`src/rtl/uart_pkg.sv`:
```
// Shared types and constants for the UART byte transmitter.
// Parity support is selected in the transmitter by the UART_TX_PARITY_EN macro.
package uart_pkg;

    localparam int unsigned DEFAULT_CLKS_PER_BIT = 2320;
    localparam int unsigned DATA_BITS            = 8;
    localparam int unsigned FRAME_BITS_NO_PARITY = DATA_BITS + 2;
    localparam int unsigned FRAME_BITS_PARITY    = DATA_BITS + 3;

    typedef enum logic [2:0] {
        StIdle,
        StStart,
        StData,
        StParity,
        StStop,
        StDone
    } tx_state_e;

    function automatic logic even_parity(input logic [DATA_BITS-1:0] d);
        return ^d;
    endfunction

endpackage

```
`src/rtl/uart_baud_tick.sv`:
```
// Restartable bit-period down-counter; bit_done_o pulses on the last cycle of each bit.
module uart_baud_tick #(
    parameter int unsigned CLKS_PER_BIT = 4
) (
    input  logic clk_raw,
    input  logic rst_n,
    input  logic en_i,
    input  logic restart_i,
    output logic bit_done_o
);

    localparam int unsigned CntW = (CLKS_PER_BIT > 1) ? $clog2(CLKS_PER_BIT) : 1;
    localparam logic [CntW-1:0] Reload = CntW'(CLKS_PER_BIT - 1);

    logic [CntW-1:0] cnt_q, cnt_d;

    always_comb begin
        cnt_d = cnt_q;
        if (restart_i) begin
            cnt_d = Reload;
        end else if (en_i && (cnt_q != '0)) begin
            cnt_d = cnt_q - CntW'(1);
        end
    end

    always_ff @(posedge clk_raw or negedge rst_n) begin
        if (!rst_n) begin
            cnt_q <= '0;
        end else begin
            cnt_q <= cnt_d;
        end
    end

    assign bit_done_o = en_i && (cnt_q == '0);

endmodule

```
`src/rtl/uart_byte_tx.sv`:
```
// 8N1 UART byte transmitter with a four-phase tsent/trecieve handshake.
// Define UART_TX_PARITY_EN to insert an even-parity bit between data and stop.
module uart_byte_tx
    import uart_pkg::*;
#(
    parameter int unsigned CLKS_PER_BIT = DEFAULT_CLKS_PER_BIT
) (
    input  logic                 clk_raw,
    input  logic                 rst_n,
    input  logic [DATA_BITS-1:0] data,
    input  logic                 tsent,
    output logic                 trecieve,
    output logic                 tx,
    output logic                 busy
);

    tx_state_e            state_q;
    logic [DATA_BITS-1:0] shift_q;
    logic [2:0]           bit_idx_q;
    logic                 tx_q;
    logic                 busy_q;
    logic                 trecieve_q;
`ifdef UART_TX_PARITY_EN
    logic                 parity_q;
`endif

    logic accept;
    logic timing;
    logic restart;
    logic bit_done;

    always_comb begin
        accept  = (state_q == StIdle) && tsent;
        timing  = (state_q == StStart) || (state_q == StData) ||
                  (state_q == StParity) || (state_q == StStop);
        // Reload the bit timer on acceptance and at every bit boundary.
        restart = accept || bit_done;
    end

    uart_baud_tick #(
        .CLKS_PER_BIT(CLKS_PER_BIT)
    ) u_baud_tick (
        .clk_raw    (clk_raw),
        .rst_n      (rst_n),
        .en_i       (timing),
        .restart_i  (restart),
        .bit_done_o (bit_done)
    );

    always_ff @(posedge clk_raw or negedge rst_n) begin
        if (!rst_n) begin
            state_q    <= StIdle;
            shift_q    <= '0;
            bit_idx_q  <= '0;
            tx_q       <= 1'b1;
            busy_q     <= 1'b0;
            trecieve_q <= 1'b0;
`ifdef UART_TX_PARITY_EN
            parity_q   <= 1'b0;
`endif
        end else begin
            case (state_q)
                StIdle: begin
                    if (tsent) begin
                        shift_q   <= data;
                        bit_idx_q <= '0;
                        tx_q      <= 1'b0;
                        busy_q    <= 1'b1;
                        state_q   <= StStart;
`ifdef UART_TX_PARITY_EN
                        parity_q  <= even_parity(data);
`endif
                    end
                end
                StStart: begin
                    if (bit_done) begin
                        tx_q    <= shift_q[0];
                        state_q <= StData;
                    end
                end
                StData: begin
                    if (bit_done) begin
                        bit_idx_q <= bit_idx_q + 3'd1;
                        if (bit_idx_q == 3'(DATA_BITS - 1)) begin
`ifdef UART_TX_PARITY_EN
                            tx_q    <= parity_q;
                            state_q <= StParity;
`else
                            tx_q    <= 1'b1;
                            state_q <= StStop;
`endif
                        end else begin
                            shift_q <= {1'b0, shift_q[DATA_BITS-1:1]};
                            tx_q    <= shift_q[1];
                        end
                    end
                end
                StParity: begin
                    if (bit_done) begin
                        tx_q    <= 1'b1;
                        state_q <= StStop;
                    end
                end
                StStop: begin
                    if (bit_done) begin
                        trecieve_q <= 1'b1;
                        state_q    <= StDone;
                    end
                end
                StDone: begin
                    // Hold the acknowledge until upstream drops its request.
                    if (!tsent) begin
                        trecieve_q <= 1'b0;
                        busy_q     <= 1'b0;
                        state_q    <= StIdle;
                    end
                end
                default: begin
                    tx_q    <= 1'b1;
                    state_q <= StIdle;
                end
            endcase
        end
    end

    assign tx       = tx_q;
    assign busy     = busy_q;
    assign trecieve = trecieve_q;

endmodule

```
`config.mk`:
```
export PLATFORM = sky130hd
export DESIGN_NAME = uart_byte_tx
export DESIGN_NICKNAME = d
export VERILOG_FILES = /design/src/rtl/uart_pkg.sv /design/src/rtl/uart_baud_tick.sv /design/src/rtl/uart_byte_tx.sv
export SDC_FILE = /design/constraint.sdc
export NUM_CORES = 1
export LEC_CHECK = 0
export ABC_CLOCK_PERIOD_IN_PS = 2200
export BUFFER_PORTS_ARGS = -buffer_cell sky130_fd_sc_hd__buf_2
export CAP_MARGIN = 5
export CORE_AREA = 10 10 83 57
export DETAILED_ROUTE_END_ITERATION = 16
export DIE_AREA = 0 0 93 67
export PLACE_DENSITY = 0.77
export SETUP_SLACK_MARGIN = 0.15
export SYNTH_ARGS = -nofsm -noshare
export SYNTH_HDL_FRONTEND = slang
export SYNTH_SLANG_ARGS = --single-unit
```
`constraint.sdc`:
```
create_clock -name clk_raw -period 2.2 [get_ports clk_raw]
set_input_delay 0.44 -clock clk_raw [delete_from_list [all_inputs] [get_ports clk_raw]]
set_output_delay 0.44 -clock clk_raw [all_outputs]
set_load 0.02 [all_outputs]
```
==> out/summary.txt, run 1 <==
status -> finished clean
post-synthesis mux area share -> 10.9%
CTS tree -> built
WL per Instance -> 17.2 um
vias in the first global route -> 1261
share of flip-flops with an asynchronous set or reset -> 100%
FF/Latch Area -> 728 um^2
Synthesis Warnings -> 0
f_max -> 498 MHz
simple-gate share of the synthesized area -> 20.0%
critical path required time -> 2.35 ns
CP max-delay cell -> or4_1
Tmin final -> 2.01 ns
R2R cell count -> 7
Reg-to-Reg Start -> u_baud_tick.cnt_q[0]$_DFFE_PN0P_
Diodes inserted -> 0
HP Class -> input pin to asynchronous set/reset pin
Initial DRT Pass Iterations -> 4
largest net degree at the start of global routing -> 30
Post-CTS Hold Buffers -> 0
r2r setup slk -> 0.19 ns
chip height -> 67 um
final clock skew -> 0.00671 ns
DP HPWL -> 2670 um
first-pass GRT wire length -> 6010 um
post-place setup slack -> 0.0771 ns
syn avg cell area -> 10.4 um^2
final routed DRC violation total -> 0
P_leak -> 0.798 nW
share of cells above drive strength 1 -> 29.5%
leading area contributor after synthesis -> dfrtp_1
compound-gate portion of the synthesized area -> 13.2%
number of synthesized register bits -> 29
Core Area -> 3160 um^2
root buffer cell -> clkbuf_8
Post-Syn Instances -> 149
Die X -> 93 um
Iter 0 DRT Violations -> 92
clock sinks -> 29
most used cell, CP -> and3_1
clock latency on the worst-skew pair -> 0.28 ns
hold slack final -> 0.188 ns
Seq/Total Area, Yosys -> 47.0%
period utilization -> 91.3%
CTS buffer count -> 5
syn_nets -> 164
CP bufs+invs -> 2
RSZ-0062 raised after global routing -> yes
synth top area cells -> dfrtp_1, mux2_2, ha_1, nor2_1, a21oi_1
crit-path cells -> inv_1, ha_1, nor4b_2, and3_1, buf_4, and3_1, or4_1
antenna violations before repair -> 0
htree depth -> 2
grt total ovfl -> 0
Vias -> 1269
GRT Total Usage -> 12.2%
critical path class -> flip-flop to flip-flop
Slew Viols, Final -> 0
Final GP Congestion -> 0.862
die footprint -> 6230 um^2
setup_tns -> 0 ns
Final WS setup -> 0.192 ns
site row count -> 16
CP endpoint kind -> flip-flop
multi-input logic area -> 805 um^2
top cell type's share of synthesized area -> 45.3%
worst path arrival time -> 2.16 ns
initial core utilization -> 48.9%
Detail Route Antenna Nets -> 0
Post-Synth XOR/XNOR Area -> 3.40%
Clock transition at path regs -> 0.06 ns
number of max-cap violations -> 0
Top delay family on crit path -> simple AND/OR/NAND/NOR gates
most frequent cells in the layout -> dfrtp_1, mux2_2, nor2_1, buf_2, a21oi_1
Port Buffers -> 13
Peak VDD IR -> 0.486 mV
Critical Path Fanout Max -> 6
wirelength, routed -> 3750 um
fill count -> 274
Post-Synth Adder-Cell Area -> 3.23%
Final Hold Viols -> 0
number of flops mapped to enable cells by yosys -> 0
P&R area growth vs syn -> 19.1%
boundary pin count -> 14
relative slew slack -> 56.6%
Top FF cell, synth -> dfrtp_1
CP max stage delay -> 0.49 ns
commonest non-fill, non-tap cell in the layout -> dfrtp_1
Cell variety after synth -> 43
vias per cell -> 5.82
Synth Cell Area -> 1550 um^2
largest family of logic cells by synthesized area -> simple AND/OR/NAND/NOR gates
nets -> 187
clock buffer depth -> 2
endpoints failing setup -> 0
Slew @ Worst Pin -> 0.651 ns
Power Density -> 1140 nW/um^2
RR Endpoint -> state_q[0]$_DFFE_PN0P_
CP Launch Type -> flip-flop
-- report_power, final --
part           switching [W]  total, W  internal (W)
logic               0.000370  0.000701      0.000331
clock network       0.000193  0.000475      0.000282
registers           0.000198  0.000927      0.000729
total               0.000761   0.00210       0.00134
-- how the worst max path moves through the flow --
stage | start | endpoint | slack [ns] | depth (start not counted)
detailed placement | u_baud_tick.cnt_q[0]$_DFFE_PN0P_ | shift_q[0]$_DFFE_PN0P_ | 0.08 | 6
global route | u_baud_tick.cnt_q[0]$_DFFE_PN0P_ | state_q[0]$_DFFE_PN0P_ | 0.14 | 7
CTS | u_baud_tick.cnt_q[2]$_DFFE_PN0P_ | u_baud_tick.cnt_q[7]$_DFFE_PN0P_ | 0.16 | 4
floorplan | u_baud_tick.cnt_q[0]$_DFFE_PN0P_ | state_q[0]$_DFFE_PN0P_ | 0.29 | 7
global placement | u_baud_tick.cnt_q[0]$_DFFE_PN0P_ | shift_q[0]$_DFFE_PN0P_ | 0.19 | 6
finish | u_baud_tick.cnt_q[0]$_DFFE_PN0P_ | state_q[0]$_DFFE_PN0P_ | 0.19 | 7
-- state kept, by name (all words and copies together), names as in the netlist --
| name | flops |
|---|---|
| tx | 1 |
| trecieve | 1 |
| bit_idx_q | 3 |
| u_baud_tick.cnt_q | 12 |
| state_q | 3 |
| busy | 1 |
| shift_q | 8 |
-- metrics by stage --
stage / instances / cell area, um^2 / power [W] / util, %
after global routing: 218 / 1840 / 0.00224 / 58.3
after floorplan: 149 / 1550 / 0.00138 / -
after detailed placement: 209 / 1700 / 0.00158 / 53.8
after global placement: 209 / 1700 / 0.00152 / 53.8
final: 218 / 1840 / 0.00210 / 58.3
after CTS: 217 / 1820 / 0.00208 / 57.4
-- kinds of logic (layout without fill, tap and decap cells) --
group,Yosys count,in the layout
flip-flops,29,29
adder cells (fa/ha/maj),4,4
XOR/XNOR,6,6
buffers and inverters,9,33
AND/OR/NAND/NOR,55,55
AO/OA/AOI/OAI,31,31
multiplexers,15,15
-- synth_stat cells, types with 2 or more instances --
cell type and count:
inv_1 4, o31ai_1 3, ha_1 4, or3_1 3, nand4_1 3, nand3_1 6, a21oi_1 9, nand2b_1 2
o41ai_1 2, mux2_2 15, nor2_1 13, xor2_1 5, or4_1 3, o21ai_0 6, nor4_1 2, a22o_1 2
clkbuf_1 3, nor3_1 3, and3_1 3, nand2_1 8, dfrtp_1 28
-- layout make-up --
class,count,share of cell area [%]
Clock inverter,1,0.272
Multi-Input combinational cell,111,43.7
Timing Repair Buffer,21,7.47
Tap cell,45,3.05
Clock buffer,7,5.23
Inverter,4,0.815
Sequential cell,29,39.5
-- metal layers --
layer / track usage (%) / part of all wire [%]
met1: 13.8 / 43
met2: 20.0 / 49
met3: 4.47 / 5.4
met4: 6.51 / 2.6
met5: 0 / 0
-- repair_timing --
item | in CTS | in global routing
buffers inserted | 0 | 1
endpoints found under the setup margin | 7 | 9
resized for setup | 2 | 2
pin swaps | 0 | 1
-- worst register-to-register path: stages, from the launching register on --
cell and delay, ns:
dfrtp_2 0.40, inv_1 0.08, ha_1 0.20, nor4b_2 0.17, and3_1 0.20, buf_4 0.17, and3_1 0.17, or4_1 0.49
No activity file was read; power rests on OpenSTA's default activity.
==> run 2: changes to the inputs <==
CORE_AREA = 10 10 59 79   (was 10 10 83 57)
DIE_AREA = 0 0 69 89   (was 0 0 93 67)
PLACE_DENSITY = 0.76   (was 0.77)
==> run 2 against run 1 <==
  * Die area down 1.4%
  * Critical path depth fell by 3
  * Non-clock buffer count decreased by 1
  * Cell area down 1.4%
  * Critical path type unchanged
  * Critical endpoint is now u_baud_tick.cnt_q[7]$_DFFE_PN0P_
  * Largest cell class unchanged
  * Highest routed layer unchanged
==> out/summary.txt, run 2 (same netlist as run 1, synthesis figures left out) <==
status -> finished clean
initial core utilization -> 46.7% (-2.3 points)
Peak VDD IR -> 0.761 mV (+56%)
sequential power share -> 43.2% (-0.9 points)
hold slack final -> 0.188 ns (+0.0000340 ns)
largest net degree at the start of global routing -> 30 (unchanged)
CP Launch Type -> flip-flop
CP endpoint kind -> flip-flop
die footprint -> 6140 um^2 (-1.4%)
Clock transition at path regs -> 0.06 ns (about the same)
Sw Ratio -> 35.6% (-0.58 points)
HP Class -> input pin to asynchronous set/reset pin
DP HPWL -> 2480 um (-7.1%)
number of max-cap violations -> 0 (unchanged)
Final Hold Viols -> 0 (unchanged)
Tmin final -> 2.03 ns (+0.0242 ns)
max reg flops -> 12 (unchanged)
largest register by flop count -> u_baud_tick.cnt_q
RR Endpoint -> u_baud_tick.cnt_q[7]$_DFFE_PN0P_
R2R cell count -> 4 (-3)
Slew Viols, Final -> 0 (unchanged)
Net Switching -> 0.000751 W (-1.4%)
htree depth -> 2 (unchanged)
relative slew slack -> 55.4% (-1.2 points)
RSZ-0062 raised after global routing -> yes
Internal -> 0.00136 W (+1.2%)
most frequent cells in the layout -> dfrtp_1, mux2_2, buf_2, nor2_1, a21oi_1
clock sinks -> 29 (unchanged)
Port Buffers -> 13 (unchanged)
r2r setup slk -> 0.17 ns (-0.02 ns)
Power Density -> 1160 nW/um^2 (+1.6%)
vias per cell -> 5.92 (+1.8%)
worst path arrival time -> 2.23 ns (+0.07 ns)
Reg-to-Reg Start -> u_baud_tick.cnt_q[2]$_DFFE_PN0P_
Clock power frac -> 23.1% (+0.5 points)
Core Area -> 3320 um^2 (+4.8%)
vias in the first global route -> 1246 (-1.2%)
root buffer cell -> clkbuf_8
site row count -> 25 (+9)
boundary pin count -> 14 (unchanged)
f_max -> 492 MHz (-1.2%)
top flop regs -> u_baud_tick.cnt_q: 12 flops, shift_q: 8 flops
endpoints failing setup -> 0 (unchanged)
final routed DRC violation total -> 0 (unchanged)
chip height -> 89 um (+33%)
setup_tns -> 0 ns (unchanged)
Initial DRT Pass Iterations -> 4 (unchanged)
WL per Instance -> 16.2 um (-5.6%)
critical path required time -> 2.40 ns (+0.05 ns)
Combinational Power Share -> 33.7% (+0.4 points)
P&R area growth vs syn -> 17.5%
clock buffer depth -> 2 (unchanged)
Slew @ Worst Pin -> 0.669 ns (+0.0177 ns)
Vias -> 1256 (-1.0%)
period utilization -> 92.4% (+1.1 points)
final clock skew -> 0.00521 ns (-0.00149 ns)
Final GP Congestion -> 0.841 (-2.4%)
share of cells above drive strength 1 -> 29.7% (+0.17 points)
nets -> 186 (-0.53%)
antenna violations before repair -> 0 (unchanged)
clock latency on the worst-skew pair -> 0.28 ns (about the same)
commonest non-fill, non-tap cell in the layout -> dfrtp_1
GRT Total Usage -> 11.4% (-0.84 points)
critical path class -> flip-flop to flip-flop
CTS buffer count -> 5 (unchanged)
Post-CTS Hold Buffers -> 0 (unchanged)
Die X -> 69 um (-26%)
Critical Path Fanout Max -> 7 (+1)
wirelength, routed -> 3440 um (-8.2%)
grt total ovfl -> 0 (unchanged)
Detail Route Antenna Nets -> 0 (unchanged)
P_leak -> 0.788 nW (-1.3%)
Iter 0 DRT Violations -> 63 (-32%)
first-pass GRT wire length -> 5790 um (-3.7%)
CTS tree -> built
Diodes inserted -> 0 (unchanged)
run 2: cell types whose count changed in the layout (fill, tap and decap cells not counted), sizes merged:
| cell | change |
|---|---|
| buf | -1 |
run 2: critical path: stages (launching register included):
cell	delay, ns
dfrtp_1	0.44
nor4_1	0.51
nand3_2	0.25
or4b_1	0.56
a21oi_1	0.18
run 2: metrics by stage:
| step | power, W | instances | setup slack (ns) | utilization [%] | cell area [um^2] |
|---|---|---|---|---|---|
| floorplan | 0.00138 | 149 | 0.291 | - | 1550 |
| global route | 0.00225 | 212 | 0.0221 | 54.8 | 1820 |
| global placement | 0.00155 | 203 | 0.152 | 50.9 | 1690 |
| detailed placement | 0.00160 | 203 | 0.102 | 50.9 | 1690 |
| CTS | 0.00210 | 211 | 0.207 | 54.3 | 1800 |
| finish | 0.00211 | 212 | 0.168 | 54.8 | 1820 |
run 2: per-layer routing:
metal,track usage [%],vias to the layer above,share of wire [%]
li1,-,599,-
met5,0,-,0
met2,20.7,32,53
met4,6.06,0,1.7
met3,4.00,7,4.8
met1,11.3,618,41
run 2: worst max-delay path by stage:
stage,from,to,slack [ns]
floorplan,u_baud_tick.cnt_q[0]$_DFFE_PN0P_,state_q[0]$_DFFE_PN0P_,0.29
global placement,u_baud_tick.cnt_q[0]$_DFFE_PN0P_,shift_q[5]$_DFFE_PN0P_,0.15
detailed placement,u_baud_tick.cnt_q[0]$_DFFE_PN0P_,shift_q[1]$_DFFE_PN0P_,0.10
CTS,u_baud_tick.cnt_q[0]$_DFFE_PN0P_,state_q[0]$_DFFE_PN0P_,0.21
global route,u_baud_tick.cnt_q[2]$_DFFE_PN0P_,u_baud_tick.cnt_q[7]$_DFFE_PN0P_,0.02
finish,u_baud_tick.cnt_q[2]$_DFFE_PN0P_,u_baud_tick.cnt_q[7]$_DFFE_PN0P_,0.17
run 2: final cells by class:
type / count / area (um^2)
Tap cell: 40 / 50.0
Clock buffer: 7 / 96.3
Clock inverter: 1 / 5.00
Inverter: 4 / 15.0
Timing Repair Buffer: 20 / 118
Sequential cell: 29 / 728
Multi-Input combinational cell: 111 / 806
Fill cell: 323 / 1500
run 2: power groups by stage:
stage	clock network (W)	logic, W	registers [W]
2_1_floorplan	0	0.000504	0.000874
3_3_place_gp	0	0.000653	0.000896
3_5_place_dp	0	0.000684	0.000914
4_1_cts	0.000499	0.000693	0.000909
5_1_grt	0.000527	0.000789	0.000932
6_report	0.000487	0.000711	0.000911
run 2: what timing repair did:
action                     4_1_cts  5_1_grt
hold endpoints to repair         0        0
buffers inserted                 0        1
setup endpoints to repair        7        9
pin swaps                        0        1
resized for setup                2        3
==> run 3: changes to the inputs <==
ABC_AREA = 1   (was unset)
CORE_AREA = 10 10 61 82   (was 10 10 59 79)
DIE_AREA = 0 0 71 92   (was 0 0 69 89)
==> run 3 against run 2 <==
  * Fmax is 16% higher
  * Core utilization fell by 3.4 points
  * Global-route usage is 0.12 points lower
  * Sequential cell count unchanged
  * Final cell count increased by 30%
  * Critical endpoint is now shift_q[6]$_DFFE_PN0P_
  * Largest power group is now combinational cells
  * Highest routed layer unchanged
==> out/summary.txt, run 3 <==
status -> finished clean
top cell type's share of synthesized area -> 41.6% (-3.6 points)
clock sinks -> 29 (unchanged)
site row count -> 26 (+4.0%)
clock buffer depth -> 2 (unchanged)
Port Buffers -> 13 (unchanged)
chip height -> 92 um (+3.4%)
antenna violations before repair -> 0 (unchanged)
Diodes inserted -> 0 (unchanged)
largest register by flop count -> u_baud_tick.cnt_q
Seq/Total Area, Yosys -> 43.2% (-3.8 points)
CTS buffer count -> 5 (unchanged)
CP max-delay cell -> dfrtp_1
CTS tree -> built
Detail Route Antenna Nets -> 0 (unchanged)
number of synthesized register bits -> 29 (unchanged)
number of max-cap violations -> 0 (unchanged)
Final GP Congestion -> 0.795 (-5.5%)
Iter 0 DRT Violations -> 86 (+37%)
CP max stage delay -> 0.45 ns (-0.11 ns)
largest net degree at the start of global routing -> 30 (unchanged)
htree depth -> 2 (unchanged)
Post-CTS Resized -> 0 (-2)
RSZ-0062 raised after global routing -> no
crit-path cells -> inv_2, nand2_4, nor2_2, nand2_2, nand2_1, nand2_2, nand2_1, o21ai_2
Net Switching -> 0.00112 W (+49%)
final routed DRC violation total -> 0 (unchanged)
critical path class -> flip-flop to flip-flop
Post-CTS Hold Buffers -> 0 (unchanged)
cell with the most instances after synthesis -> nand2_1
Combinational Power Share -> 45.1% (+11 points)
DP HPWL -> 2520 um (+1.7%)
Power Density -> 1360 nW/um^2 (+17%)
GRT Total Usage -> 11.3% (-0.12 points)
CP Launch Type -> flip-flop
synth top area cells -> dfrtp_1, nand2_1, nand3_1, o21ai_0, inv_1
Synthesis Warnings -> 0 (unchanged)
Synth top cells by count -> nand2_1, dfrtp_1, inv_1, nand3_1, nor2_1
Slew Viols, Final -> 0 (unchanged)
first-pass GRT wire length -> 6090 um (+5.2%)
vias per cell -> 5.26 (-11%)
relative slew slack -> 56.8% (+1.4 points)
HP Class -> input pin to asynchronous set/reset pin
grt total ovfl -> 0 (unchanged)
boundary pin count -> 14 (unchanged)
WL per Instance -> 12.3 um (-24%)
# placed instances -> 269 (+33%)
die footprint -> 6530 um^2 (+6.4%)
Final Hold Viols -> 0 (unchanged)
Internal -> 0.00138 W (+1.9%)
sequential power share -> 37.2% (-6.0 points)
r2r setup slk -> 0.45 ns (+0.28 ns)
wirelength, routed -> 3400 um (-1.3%)
Sw Ratio -> 44.8% (+9.2 points)
Post-Layout Cell Count -> 276 (+30%)
Top FF cell, synth -> dfrtp_1
Peak VDD IR -> 0.760 mV (-0.17%)
max reg flops -> 12 (unchanged)
Slew @ Worst Pin -> 0.648 ns (-0.0208 ns)
initial core utilization -> 47.0% (+0.35 points)
P&R area growth vs syn -> 9.44%
endpoints failing setup -> 0 (unchanged)
critical path required time -> 2.37 ns (-0.03 ns)
Clock transition at path regs -> 0.06 ns (about the same)
Crit. Startpoint -> state_q[2]$_DFFE_PN0P_
share of cells above drive strength 1 -> 17.9% (-12 points)
number of flops mapped to enable cells by yosys -> 0 (unchanged)
period utilization -> 79.7% (-13 points)
syn avg cell area -> 7.72 um^2 (-26%)
root buffer cell -> clkbuf_8
clock latency on the worst-skew pair -> 0.28 ns (about the same)
CP endpoint kind -> flip-flop
top flop regs -> u_baud_tick.cnt_q: 12 flops, shift_q: 8 flops
Tmin final -> 1.75 ns (-0.278 ns)
CP Capture Point -> shift_q[6]$_DFFE_PN0P_
Cell variety after synth -> 30 (-30%)
Core Area -> 3580 um^2 (+7.9%)
Post-CTS Setup Bufs -> 0 (unchanged)
Post-Syn Instances -> 218 (+46%)
Initial DRT Pass Iterations -> 4 (unchanged)
Synth Cell Area -> 1680 um^2 (+8.7%)
fill count -> 384 (+19%)
worst path arrival time -> 1.92 ns (-0.31 ns)
R2R cell count -> 8 (+4)
Die X -> 71 um (+2.9%)
nets -> 249 (+34%)
final clock skew -> 0.00597 ns (+0.000758 ns)
RR Endpoint -> shift_q[6]$_DFFE_PN0P_
syn_nets -> 233 (+42%)
P_leak -> 0.952 nW (+21%)
commonest non-fill, non-tap cell in the layout -> nand2_1
f_max -> 570 MHz (+16%)
setup_tns -> 0 ns (unchanged)
hold slack final -> 0.180 ns (-0.00809 ns)
Reg-to-Reg Start -> state_q[2]$_DFFE_PN0P_
Critical Path Fanout Max -> 15 (+8)
leading area contributor after synthesis -> dfrtp_1
final design utilization -> 51.5% (-3.4 points)
most frequent cells in the layout -> nand2_1, dfrtp_1, inv_1, nand3_1, nor2_1
Vias -> 1452 (+16%)
Clock power frac -> 17.7% (-5.4 points)
vias in the first global route -> 1461 (+17%)
share of flip-flops with an asynchronous set or reset -> 100% (unchanged)
run 3: cell families after synthesis:
kind of cell | after synthesis | synth area share (%)
simple gates | 119 | 33.2
compound gates | 36 | 11.5
flops | 29 | 43.2
buf+inv | 28 | 8.03
fa+ha+maj | 4 | 2.97
xor+xnor | 1 | 0.521
mux | 1 | 0.595
run 3: layout make-up:
class	instances	area [um^2]	area share (%)
multi-input cells	161	821	44.6
repair buffers	13	65.1	3.53
well taps	42	52.6	2.85
inverters	24	90.1	4.89
clock buffers	7	86.3	4.69
flip-flops and latches	29	727	39.5
run 3: worst max-delay path: cells and delay by family (launching register included):
kind | cells | cell delay, ns
AOI/OAI and AO/OA | 1 | 0.05
buffers and inverters | 1 | 0.17
DFF | 1 | 0.45
and+or+nand+nor | 6 | 0.96
run 3: layer usage:
metal	share of wire (%)	wire, um	vias to the layer above	GRT usage [%]
met5	0	0	-	0
met2	51	1740	37	19.0
li1	-	-	733	-
met1	42	1430	675	12.2
met4	1.6	56	0	5.66
met3	5.0	171	7	3.99
run 3: worst min path at each step:
stage / from / end / slack, ns / depth (start not counted)
after floorplan: rst_n / bit_idx_q[0]$_DFFE_PN0P_ / 0.14 / 0
after global placement: tx$_DFFE_PN1P_ / tx$_DFFE_PN1P_ / 0.45 / 2
after detailed placement: tx$_DFFE_PN1P_ / tx$_DFFE_PN1P_ / 0.45 / 2
after CTS: rst_n / u_baud_tick.cnt_q[11]$_DFFE_PN0P_ / 0.20 / 1
after global routing: rst_n / u_baud_tick.cnt_q[11]$_DFFE_PN0P_ / 0.22 / 1
final: rst_n / u_baud_tick.cnt_q[3]$_DFFE_PN0P_ / 0.18 / 1
run 3: power by group through the flow:
| stage | Clock [W] | Sequential (W) | Combinational (W) |
|---|---|---|---|
| after CTS | 0.000456 | 0.000933 | 0.00114 |
| after detailed placement | 0 | 0.000941 | 0.00113 |
| after floorplan | 0 | 0.000895 | 0.000992 |
| after global routing | 0.000482 | 0.000964 | 0.00132 |
| after global placement | 0 | 0.000935 | 0.00110 |
| final | 0.000443 | 0.000933 | 0.00113 |
run 3: metrics by stage:
stage | setup WS [ns] | instance area (um^2) | power, W
2_1_floorplan | 0.788 | 1680 | 0.00189
3_3_place_gp | 0.503 | 1760 | 0.00204
3_5_place_dp | 0.464 | 1760 | 0.00207
4_1_cts | 0.458 | 1840 | 0.00253
5_1_grt | 0.262 | 1840 | 0.00276
6_report | 0.446 | 1840 | 0.00251
